===== config.mk =====
export PLATFORM = sky130hd
export DESIGN_NAME = rr_arbiter8
export DESIGN_NICKNAME = d
export VERILOG_FILES = /design/src/rtl/rr_arbiter8.sv
export SDC_FILE = /design/constraint.sdc
export NUM_CORES = 1
export LEC_CHECK = 0
export BUFFER_PORTS_ARGS = -buffer_cell sky130_fd_sc_hd__buf_2
export CAP_MARGIN = 5
export CORE_MARGIN = 2
export CORE_UTILIZATION = 40
export DETAILED_ROUTE_END_ITERATION = 6
export GPL_ROUTABILITY_DRIVEN = 0
export PLACE_DENSITY_LB_ADDON = 0.15
export SYNTH_ARGS = -nofsm -noshare
export SYNTH_HDL_FRONTEND = slang
export SYNTH_SLANG_ARGS = --single-unit

===== constraint.sdc =====
create_clock -name clk -period 8.26 [get_ports clk]
set_input_delay 0.826 -clock clk [delete_from_list [all_inputs] [get_ports clk]]
set_output_delay 0.826 -clock clk [all_outputs]
set_load 0.01 [all_outputs]

===== src/rtl/rr_arbiter8.sv =====
// Round-robin arbiter for eight requesters sharing one 3-to-8 decoded resource.
// Registered one-hot grant, decoder select/enable, hold-time limit with timeout pulse.
module rr_arbiter8 #(
  parameter int MAX_HOLD = 15
) (
  input  logic       clk,
  input  logic       rst,
  input  logic [7:0] req,
  output logic [7:0] gnt,
  output logic       e,
  output logic       a,
  output logic       b,
  output logic       c,
  output logic       timeout
);

  typedef enum logic {IDLE, GRANT} state_t;

  localparam logic [7:0] HOLD_LAST = 8'(MAX_HOLD - 1);

  state_t     state_reg, state_next;
  logic [2:0] ptr_reg, ptr_next;
  logic [2:0] idx_reg, idx_next;
  logic [7:0] hcnt_reg, hcnt_next;
  logic [7:0] gnt_reg, gnt_next;
  logic [2:0] sel_reg, sel_next;
  logic       e_reg, e_next;
  logic       timeout_reg, timeout_next;

  logic [7:0] rot_req;
  logic [2:0] offset;
  logic [2:0] winner;

  // Rotate requests so bit 0 is the line at ptr; lowest set bit then wins.
  generate
    for (genvar gi = 0; gi < 8; gi++) begin : g_rot
      assign rot_req[gi] = req[3'(ptr_reg + 3'(gi))];
    end
  endgenerate

  always_comb begin
    offset = 3'd0;
    for (int k = 7; k >= 0; k--) begin
      if (rot_req[k]) offset = 3'(k);
    end
  end

  assign winner = ptr_reg + offset;

  always_comb begin
    state_next   = state_reg;
    ptr_next     = ptr_reg;
    idx_next     = idx_reg;
    hcnt_next    = hcnt_reg;
    gnt_next     = gnt_reg;
    sel_next     = sel_reg;
    e_next       = e_reg;
    timeout_next = 1'b0;
    case (state_reg)
      IDLE: begin
        if (|req) begin
          idx_next   = winner;
          gnt_next   = 8'b1 << winner;
          sel_next   = winner;
          e_next     = 1'b1;
          hcnt_next  = 8'd0;
          state_next = GRANT;
        end
      end
      GRANT: begin
        hcnt_next = hcnt_reg + 8'd1;
        if (!req[idx_reg] || hcnt_reg == HOLD_LAST) begin
          state_next   = IDLE;
          gnt_next     = 8'h00;
          sel_next     = 3'd0;
          e_next       = 1'b0;
          ptr_next     = idx_reg + 3'd1;
          // A requester that lets go on its last allowed cycle is not a timeout.
          timeout_next = req[idx_reg];
        end
      end
      default: state_next = IDLE;
    endcase
  end

  always_ff @(posedge clk) begin
    if (rst) begin
      state_reg   <= IDLE;
      ptr_reg     <= 3'd0;
      idx_reg     <= 3'd0;
      hcnt_reg    <= 8'd0;
      gnt_reg     <= 8'h00;
      sel_reg     <= 3'd0;
      e_reg       <= 1'b0;
      timeout_reg <= 1'b0;
    end else begin
      state_reg   <= state_next;
      ptr_reg     <= ptr_next;
      idx_reg     <= idx_next;
      hcnt_reg    <= hcnt_next;
      gnt_reg     <= gnt_next;
      sel_reg     <= sel_next;
      e_reg       <= e_next;
      timeout_reg <= timeout_next;
    end
  end

  assign gnt       = gnt_reg;
  assign e         = e_reg;
  assign {a, b, c} = sel_reg;
  assign timeout   = timeout_reg;

endmodule


# Yosys cells after proc, flatten, opt, wreduce, memory -nomap -nowiden
# Cells that the tools add are included.
dict set report word_totals {
  regBits 28
  latch_bits 0
  ramBits 0
  rom_bits 0
  out_inout_bits 13
  elab_cells 80
  n_memories 0
}
dict set report op_classes {
  n_addsub 10
  mul 0
  div_mod_pow 0
  n_lt_le_gt_ge 9
  eq_ne 3
  n_shift 1
  n_mux 40
  bitwise_logic 2
  n_reduce_logical 7
}
# op n
set ops {}
lappend ops {{$lt A3 B4 Y1 const B} 9}
lappend ops {{$pmux W8 S2} 2}
lappend ops {{$mux W3} 10}
lappend ops {{$bmux W1 S3} 9}
lappend ops {{$mux W8} 3}
lappend ops {{$mux W1} 13}
lappend ops {{$add A3 B3 Y3 const B} 4}
lappend ops {{$add A8 B1 Y8 const B} 1}
lappend ops {{$eq A8 B4 Y1 const B} 1}
lappend ops {{$reduce_or A8 Y1} 1}
lappend ops {{$shl A1 B3 Y8 const A} 1}
lappend ops {{$add A3 B1 Y3 const B} 2}
lappend ops {{$add A3 B2 Y3 const B} 2}
lappend ops {{$pmux W3 S2} 1}
lappend ops {{$reduce_and A2 Y1} 3}
lappend ops {{$pmux W1 S2} 2}
lappend ops {{$add A3 B3 Y3} 1}
lappend ops {{$reduce_or A3 Y1} 1}
lappend ops {{$ne A2 B1 Y1 const B} 1}
lappend ops {{$ne A2 B2 Y1 const B} 1}
lappend ops {{$not A1 Y1} 2}
lappend ops {{$logic_not A1 Y1} 1}
lappend ops {{$logic_or A1 B1 Y1} 1}

# Logic depth before layout (Yosys ltp)
dict set report logic_depth {
  ltp_word 15
  depth_mapped 18
}

# Least setup slack after synthesis
# No wires, ideal clock.
dict set report synth_timing {
  path_type {flip-flop to flip-flop}
  startpoint {register ptr_reg[0]}
  endpoint {register gnt_reg[2], in the netlist gnt[2]}
  setup_ps 117
  arrival_ps 3439
  required_time_ps 8143
  path_slack_ps 4703
  path_stages_with_launch 18
  path_buffers 2
  path_cell_list {dfxtp_1 buf_6 inv_1 ha_1 buf_4 mux2i_1 mux2_2 mux2_2 nor2b_1 nor3b_1 a21oi_1 a21oi_1 ha_1 inv_1 fa_1 xor2_1 xnor2_2 a32o_2}
}
dict set report synth_between {
  elab_chain_cells 15
  word_cells_on_any_way 35
}
# item line_no
set synth_rtl {}
lappend synth_rtl {{from (decl)} 22} ;# logic [2:0] ptr_reg, ptr_next;
lappend synth_rtl {{from (signal assigned)} 98} ;# ptr_reg <= ptr_next;
lappend synth_rtl {{$add A3 B3 Y3} 37} ;# assign rot_req[gi] = req[3'(ptr_reg + 3'(gi))];
lappend synth_rtl {{$bmux W1 S3} 37}
lappend synth_rtl {{$mux W1 (implied by the code)} 37}
lappend synth_rtl {{$mux W3 (8 in a row)} 44} ;# if (rot_req[k]) offset = 3'(k);
lappend synth_rtl {{$add A3 B3 Y3 (*)} 48} ;# assign winner = ptr_reg + offset;
lappend synth_rtl {{$shl A1 B3 Y8 (*)} 63} ;# gnt_next = 8'b1 << winner;
lappend synth_rtl {{$mux W8 (*)} 61} ;# if (|req) begin
lappend synth_rtl {{$pmux W8 S2 (*)} 59} ;# case (state_reg)
lappend synth_rtl {{to (signal assigned)} 101} ;# gnt_reg <= gnt_next;
lappend synth_rtl {{to (decl)} 25} ;# logic [7:0] gnt_reg, gnt_next;
# Every way passes the cells marked *; elsewhere a longest branch is shown, timed or not. The select of a mux whose other input is x is not followed.
# A chain may end at the register's enable or synchronous reset.

# Worst setup path in the final report
# Same ends and word-level chain as after synthesis.

==> reports/results.txt <==
run status -> completed
Syn Std Cell Area -> 1795 um^2
dominant cell by count in the synthesized netlist -> dfxtp_1
clock latency on the worst-skew pair -> 0.27 ns
type of the worst min-delay path -> flip-flop to flip-flop
Routed Antenna Nets -> 0
largest net degree at the start of global routing -> 24
startpoint-to-endpoint class of the critical path -> flip-flop to flip-flop
timing-limited maximum frequency -> 0.2517 GHz
biggest area consumer among synthesized cells -> dfxtp_1
row count -> 24
Synth top area share -> 0.3122
Max Slew Vio Count -> 0
DRC violation total after the first TritonRoute iteration -> 79
slew at the pin closest to its max-slew limit -> 0.8841 ns
total power divided by cell area -> 245.4 nW/um^2
slowest cell delay on critical path -> 0.70 ns
largest fanout of any net on the critical path -> 14
overall overflow remaining after global route -> 0
headroom to the max-slew limit -> 0.4061
warnings from Yosys -> 0
PortBufs -> 22
Initial DRT Pass Iterations -> 4
number of buffers created by CTS -> 3
Fin Clk Skew -> 0.002044 ns
fraction of final layout cells with drive strength greater than 1 -> 0.2282
CTS tree -> done
clock transition at the register clock pins on the worst setup and hold paths after CTS -> 0.09 ns
shortest period the worst path allows -> 3.974 ns
cell with the largest stage delay on the worst path -> dfxtp_1
kind of launch point of the worst setup path -> flip-flop
final routed wire length divided by cell count -> 14.32 um
layout-stage area growth over the synthesis result -> 10.87%
post-synth cell types -> 43
setup repair bufs after CTS -> 0
most used flip-flop cell after synthesis -> dfxtp_1
Vias -> 1433
part of the total power dissipated in sequential elements -> 0.365
Tot GR Track Use -> 0.1533
cell types with the highest counts after synthesis -> 28 x dfxtp_1, 25 x nor2_1, 18 x nand2_1
final layout net count -> 224
worst hold path depth -> 2
origin of the critical flop-to-flop path -> ptr_reg[0]
initial antenna violation count -> 0
# clock sinks -> 28
first-pass GRT wire length -> 6320 um
die height -> 71.00 um
worst path required time -> 8.43 ns
gate count of the mapped netlist -> 187
number of gates resized after cts -> 0
flops & latches, synth -> 28
hold-fix buffer count after cts -> 0
sequential cell area fraction in the yosys report -> 0.3122
fraction of power consumed by combinational cells -> 0.464
net switching fraction of the power -> 0.3765
Min-Delay Endpoint -> gnt[6]
clock network fraction of design power -> 0.171
number of global-route vias before repair -> 1392
unrepaired setup endpoints after global routing -> no
horizontal extent of the die -> 71.00 um
maximum root-to-sink buffer count -> 2
top area cells in the synthesized netlist -> dfxtp_1 31%, mux4_1 8.8%, nor2_1 5.2%, mux4_2 5.0%, mux2i_1 4.5%
ordered list of cells on the worst path -> inv_1, ha_1, mux2i_1, mux2_2, mux2_2, nor2b_1, nor3b_1, a21oi_1, a21oi_1, ha_1, inv_1, fa_1, xor2_1, xnor2_2, a32o_2
residual DRC count -> 0
Worst setup EP type -> flip-flop
hold wc startpoint -> gnt[6]
Root Buffer -> clkbuf_8
post-synthesis average cell area -> 9.601 um^2
accumulated negative setup slack -> 0 ns
worst reg2reg endpoint -> gnt[2]
Post-synth ARST share -> 0
Top-Level Pins -> 23
Total Die Area -> 5040 um^2
post-route worst hold slack -> 0.4583 ns
Switch Pwr -> 183.9 uW
setup-violating endpoint count in the final report -> 0
peak supply drop -> 0.1544 mV
arrival time of data at the critical path endpoint -> 4.15 ns
Core Area -> 4324 um^2
depth of the worst register-to-register path -> 15
drt total wl -> 3695 um
reg-to-reg setup timing slack -> 4.29 ns
Final HPWL DP -> 2761 um
initial cell density of the core -> 0.4152
deepest level of the CTS H-tree -> 1
max_cap viols -> 0
synthesized netlist net count -> 204
leakage power of the design -> 0.8008 nW
final count of hold timing violations -> 0
ratio of routed vias to standard cells -> 5.554
source of the critical timing path -> ptr_reg[0]
ant diodes -> 0
count of flip-flops with a built-in enable after synthesis -> 0
Finished Core Util -> 0.4604
internal power -> 304.6 uW
final clock period utilization by the worst path -> 0.4811
==> critical path: cells and delay by family (launching register included) <==
| family | cells | cell delay [ns] |
|---|---|---|
| adder cells (fa/ha/maj) | 3 | 0.97 |
| multiplexers | 3 | 0.75 |
| flip-flops | 1 | 0.70 |
| XOR/XNOR | 2 | 0.51 |
| AO/OA/AOI/OAI | 3 | 0.48 |
| AND/OR/NAND/NOR | 2 | 0.31 |
| buffers and inverters | 2 | 0.15 |
==> kinds of logic after synthesis <==
group                    Yosys count  synth area share
XOR/XNOR                           9           0.04809
buffers and inverters             17           0.04460
adder cells (fa/ha/maj)            7           0.05296
AND/OR/NAND/NOR                   69            0.1770
flip-flops                        28            0.3122
multiplexers                      25            0.2390
AO/OA/AOI/OAI                     32            0.1261
==> worst max path at each step <==
stage,endpoint
after floorplan,gnt[2]
after global placement,gnt[2]
after CTS,gnt[2]
final,gnt[2]
after global routing,gnt[0]
after detailed placement,gnt[2]
==> cell type report <==
cell class / instances / area (um^2)
flip-flops and latches: 28 / 560.5
clock buffers: 4 / 55.05
repair buffers: 24 / 125.1
well taps: 52 / 65.06
inverters: 8 / 30.03
multi-input cells: 142 / 1155
fillers: 426 / 2333
==> cells in the final DEF (no fill, tap or decap), types with 2 or more instances in the layout <==
master	n
dfxtp_1	28
nor2_1	25
buf_2	22
nand2_1	18
a21oi_1	12
inv_1	8
mux2i_1	8
nor3_1	7
mux4_1	6
xor2_1	6
ha_1	6
mux2_2	5
nand3_1	5
mux4_2	4
o21ai_0	4
clkbuf_8	4
nor2b_1	3
nor4_1	3
and3_1	3
mux2i_4	2
a211oi_1	2
nand4b_1	2
xnor2_1	2
a22o_2	2
buf_4	2
==> through the flow <==
step | cells | setup WS (ns) | cell area, um^2 | total power, mW
floorplan | 187 | 4.703 | 1795 | 0.3594
global route | 258 | 3.967 | 1991 | 0.5248
finish | 258 | 4.286 | 1991 | 0.4885
CTS | 258 | 4.261 | 1991 | 0.4943
detailed placement | 254 | 4.293 | 1936 | 0.4098
global placement | 254 | 4.406 | 1936 | 0.4044
==> metal layers <==
layer,vias up,share of wire,GRT usage
li1,721,-,-
met1,694,0.44,0.1978
met2,16,0.53,0.2741
met3,2,0.027,0.02991
met4,0,0.0049,0.01887
met5,-,0,0
==> power by group through the flow <==
stage	clock network, mW	registers [mW]	logic, mW
after floorplan	0	0.177	0.183
after global placement	0	0.181	0.224
after detailed placement	0	0.182	0.228
after CTS	0.0870	0.179	0.229
after global routing	0.0920	0.182	0.251
final	0.0837	0.178	0.227
No activity file was read; power rests on OpenSTA's default activity.
